`src/rtl/pipelined_cla_adder.sv`:
```
// Pipelined add/subtract unit. Each stage resolves one SEG-bit carry-lookahead
// segment; a single global stall freezes the whole pipe under output backpressure.
module pipelined_cla_adder #(
  parameter int WIDTH = 16,
  parameter int SEG   = 4
) (
  input  logic             clk,
  input  logic             rst_n,
  input  logic             in_valid,
  output logic             in_ready,
  input  logic [WIDTH-1:0] a,
  input  logic [WIDTH-1:0] b,
  input  logic             cin,
  input  logic             sub,
  output logic             out_valid,
  input  logic             out_ready,
  output logic [WIDTH-1:0] sum,
  output logic             cout,
  output logic             ovf
);

  localparam int NSTG = WIDTH / SEG;

  logic stall;

  // Returns {carry_out, sum} of one generate/propagate segment.
  function automatic logic [SEG:0] cla_seg(input logic [SEG-1:0] x,
                                           input logic [SEG-1:0] y,
                                           input logic           ci);
    logic [SEG-1:0] p;
    logic [SEG-1:0] g;
    logic [SEG:0]   c;
    p    = x ^ y;
    g    = x & y;
    c    = '0;
    c[0] = ci;
    for (int i = 0; i < SEG; i++) begin
      c[i+1] = g[i] | (p[i] & c[i]);
    end
    return {c[SEG], p ^ c[SEG-1:0]};
  endfunction

  for (genvar k = 0; k < NSTG; k++) begin : g_stg
    localparam int LO  = k * SEG;
    localparam int REM = WIDTH - LO;

    logic [REM-1:0]      xa;
    logic [REM-1:0]      xb;
    logic                xc;
    logic                xv;
    logic [SEG:0]        sr;
    logic [LO+SEG-1:0]   s_d;
    logic                vld_q;
    logic                c_q;
    logic [LO+SEG-1:0]   s_q;

    if (k == 0) begin : g_src
      assign xa  = a;
      assign xb  = sub ? ~b : b;
      assign xc  = sub | cin;
      assign xv  = in_valid;
      assign s_d = sr[SEG-1:0];
    end else begin : g_src
      assign xa  = g_stg[k-1].g_skew.a_q;
      assign xb  = g_stg[k-1].g_skew.b_q;
      assign xc  = g_stg[k-1].c_q;
      assign xv  = g_stg[k-1].vld_q;
      assign s_d = {sr[SEG-1:0], g_stg[k-1].s_q};
    end

    assign sr = cla_seg(xa[SEG-1:0], xb[SEG-1:0], xc);

    // Data registers only load on a valid beat so a bubble leaves the last result intact.
    always_ff @(posedge clk or negedge rst_n) begin
      if (!rst_n) begin
        vld_q <= 1'b0;
        c_q   <= 1'b0;
        s_q   <= '0;
      end else if (!stall) begin
        vld_q <= xv;
        if (xv) begin
          c_q <= sr[SEG];
          s_q <= s_d;
        end
      end
    end

    if (k < NSTG - 1) begin : g_skew
      logic [REM-SEG-1:0] a_q;
      logic [REM-SEG-1:0] b_q;
      always_ff @(posedge clk or negedge rst_n) begin
        if (!rst_n) begin
          a_q <= '0;
          b_q <= '0;
        end else if (!stall && xv) begin
          a_q <= xa[REM-1:SEG];
          b_q <= xb[REM-1:SEG];
        end
      end
    end else begin : g_last
      // Carry into the MSB is recovered as a^b^s at that bit.
      logic ovf_q;
      always_ff @(posedge clk or negedge rst_n) begin
        if (!rst_n) begin
          ovf_q <= 1'b0;
        end else if (!stall && xv) begin
          ovf_q <= xa[SEG-1] ^ xb[SEG-1] ^ sr[SEG-1] ^ sr[SEG];
        end
      end
    end
  end

  assign out_valid = g_stg[NSTG-1].vld_q;
  assign sum       = g_stg[NSTG-1].s_q;
  assign cout      = g_stg[NSTG-1].c_q;
  assign ovf       = g_stg[NSTG-1].g_last.ovf_q;

  assign stall    = out_valid & ~out_ready;
  assign in_ready = ~stall;

endmodule

```
`config.mk`:
```
export PLATFORM = sky130hd
export DESIGN_NAME = pipelined_cla_adder
export DESIGN_NICKNAME = d
export VERILOG_FILES = /design/src/rtl/pipelined_cla_adder.sv
export SDC_FILE = /design/constraint.sdc
export NUM_CORES = 1
export LEC_CHECK = 0
export CORE_ASPECT_RATIO = 1.2
export CORE_MARGIN = 2
export CORE_UTILIZATION = 59
export DETAILED_ROUTE_END_ITERATION = 12
export PLACE_DENSITY = 0.85
export REMOVE_ABC_BUFFERS = 1
export SETUP_SLACK_MARGIN = 0.4
export SLEW_MARGIN = 20
export SYNTH_ARGS = -nofsm -noshare
export SYNTH_HDL_FRONTEND = slang
export SYNTH_SLANG_ARGS = --single-unit
```
`constraint.sdc`:
```
create_clock -name clk -period 6.8 [get_ports clk]
set_input_delay 1.7 -clock clk [delete_from_list [all_inputs] [get_ports clk]]
set_output_delay 1.7 -clock clk [all_outputs]
set_load 0.02 [all_outputs]
```
==> impl_results.md <==
* Outcome: finished, final reports clean
* Routed len/inst at 15.8 um
* DRT iter0 DRCs at 140
* TNS Setup at 0 ns
* Crit-path cells: clkdlybuf4s50_1 -> nand2b_4 -> clkdlybuf4s50_1
* Mapped Area at 4260 um2
* I/O Buffers at 57
* CTS Buf Count at 9
* Post-synth EDFFs at 0
* Max-slew headroom at 0.316
* Final wirelength at 7120 um
* Worst Path Required at 5.10 ns
* CTS Buffer Depth at 2
* CP most frequent cell: clkdlybuf4s50_1
* Core footprint at 6900 um2
* ANT nets after route at 0
* Number of global-route vias before repair at 2542
* CTS tree: yes
* Final Hold Fails at 0
* Synth Flop Type: dfrtp_1
* Die Area at 7910 um2
* Worst-Margin Slew at 1.02 ns
* Final clock skew at 0.0112 ns
* Hold WS at 0.494 ns
* Antenna violations before repair at 0
* Static leakage at 0.00227 uW
* YS warnings at 0
* TritonRoute pass-1 iters at 4
* Vias at 2415
* Worst Setup End Kind: output port
* Worst-path fanout max at 25
* Tot GR Track Use at 0.204
* Vias per inst at 5.35
* Post-synth ARST share at 1.00
* Critical Path Start Type: input pin
* Final setup fails at 0
* Worst-path clk slew at 0.08 ns
* Routability cong. at 0.754
* Antenna diode count at 0
* Root buffer cell: clkbuf_8
* Initial Util at 0.617
* Later-pin clock latency in the skew report at 0.35 ns
* Share of cells above drive strength 1 at 0.242
* FILL cells at 450
* CTS H-tree depth at 3
* FF/Latch Area at 2430 um2
* Yosys reg bits at 97
* Cell with the most instances after synthesis: dfrtp_1
* Row Count at 33
* Worst VDD drop at 0.000244 V
* Largest net degree at the start of global routing at 61
* Area Overhead vs Synth at 18.5%
* Total congestion overflow at 0
* Clock sinks at 97
* Final Max Tran Viols at 0
* RSZ-0062 raised after global routing: no
* Slowest CP cell: clkdlybuf4s50_1
* Synth top area cells: dfrtp_1, mux2_2, fa_1
* Io pins at 58
* HPWL Detailed at 4820 um
* Post-cts sizing count at 0
* PD cells at 454 nW/um2
* Hold-fix buffers at CTS at 0
* Layout Nets at 414
* Die Width at 81.5 um
* Register area share after synthesis at 0.570
* Top cell types by occurrence after synthesis: dfrtp_1, mux2_2, inv_1
* WP data arrival at 3.12 ns
* Synth cell types at 21
* Largest area contributor in the netlist: dfrtp_1
* Post-Synthesis Cells at 304
* Syn Area/Cell at 14.0 um2
* Final Cycle Share at 0.709
* Tmin final at 4.82 ns
* Post-CTS Setup Bufs at 0
* Multi-input gate area at 1580 um2
* Die Ht at 97.0 um
* Hold Crit Class: flop to flop
* Max frequency at 207 MHz
* Reg2Reg Setup Slack at 4.26 ns
* CP peak stage delay at 0.67 ns
* # DRC at 0
* Setup Crit Path Kind: input pin to output port
* Share of the synthesized area in the top cell type at 0.570
* First-pass GRT wire length at 12000 um
* Maxcap violations at 0
-- final timing paths --
check	from	to	cells after the start
worst max-delay path	out_ready	in_ready	3
worst min-delay path	g_stg[2].vld_q	out_valid	2
worst max register to register	g_stg[2].c_q	ovf	9
worst min register to register	g_stg[2].vld_q	out_valid	2
max in group asynchronous	rst_n	g_stg[1].g_skew.a_q[2]	2
min in group asynchronous	rst_n	g_stg[0].g_skew.a_q[5]	1
-- layout make-up --
class,count,share of cell area
inverter,38,0.0283
clock inverter,5,0.0109
tap,87,0.0216
multi-input combinational,154,0.314
sequential,97,0.481
timing repair buffer,59,0.116
clock buffer,11,0.0280
-- cell families after synthesis --
logic type,Yosys count,share of synthesized area
AOI/OAI and AO/OA,28,0.0329
and+or+nand+nor,13,0.0176
muxes,78,0.206
DFF,97,0.570
adders and majority gates,17,0.0782
xor gates and xnor gates,18,0.0370
buffers and inverters,53,0.0576
-- sequential cells by signal, summed over array words and instances (netlist names) --
signal,flops
cout,1
out_valid,1
ovf,1
g_stg.g_skew.a_q,24
sum,16
g_stg.vld_q,3
g_stg.g_skew.b_q,24
g_stg.s_q,24
g_stg.c_q,3
-- critical path, delay by kind of cell --
family / cells / cell delay [ns]
buf+inv: 2 / 1.12
simple gates: 1 / 0.29
-- cell usage in the layout, fill, tap and decap left out, types with 2 or more instances in the layout --
cell type | synthesis | routed
xor2_1 | 3 | 3
mux2_2 | 62 | 62
xnor2_1 | 15 | 15
clkinv_2 | 0 | 2
nand2_1 | 3 | 3
fa_1 | 16 | 16
mux2_4 | 4 | 4
clkinvlp_4 | 0 | 2
nand2_2 | 2 | 2
clkbuf_8 | 0 | 10
inv_1 | 38 | 38
clkdlybuf4s50_1 | 0 | 56
buf_4 | 3 | 3
a21oi_1 | 20 | 20
dfrtp_1 | 97 | 97
mux2i_1 | 12 | 12
nand3_1 | 5 | 5
o21ai_0 | 8 | 8
-- power by group --
part | total (uW) | switching, uW | internal, uW
clock | 369 | 190 | 179
combinational | 930 | 423 | 507
sequential | 988 | 143 | 845
-- per-layer routing --
| metal | routed length, um | GRT usage | share of wire |
|---|---|---|---|
| met3 | 201 | 0.0364 | 0.028 |
| met5 | 0 | 0 | 0 |
| met4 | 119 | 0.0874 | 0.017 |
| met1 | 2920 | 0.262 | 0.41 |
| met2 | 3880 | 0.336 | 0.55 |
-- stage by stage --
| stage | power, uW | util | worst slack (ns) | instances | instance area [um2] |
|---|---|---|---|---|---|
| after floorplan | 1610 | - | 3.00 | 289 | 4150 |
| after global placement | 1880 | 0.703 | 1.99 | 435 | 4850 |
| after detailed placement | 1950 | 0.703 | 1.98 | 435 | 4850 |
| after CTS | 2320 | 0.731 | 1.99 | 451 | 5040 |
| after global routing | 2460 | 0.731 | 1.95 | 451 | 5040 |
| final | 2290 | 0.731 | 1.98 | 451 | 5040 |
No activity file was read; power rests on OpenSTA's default activity.
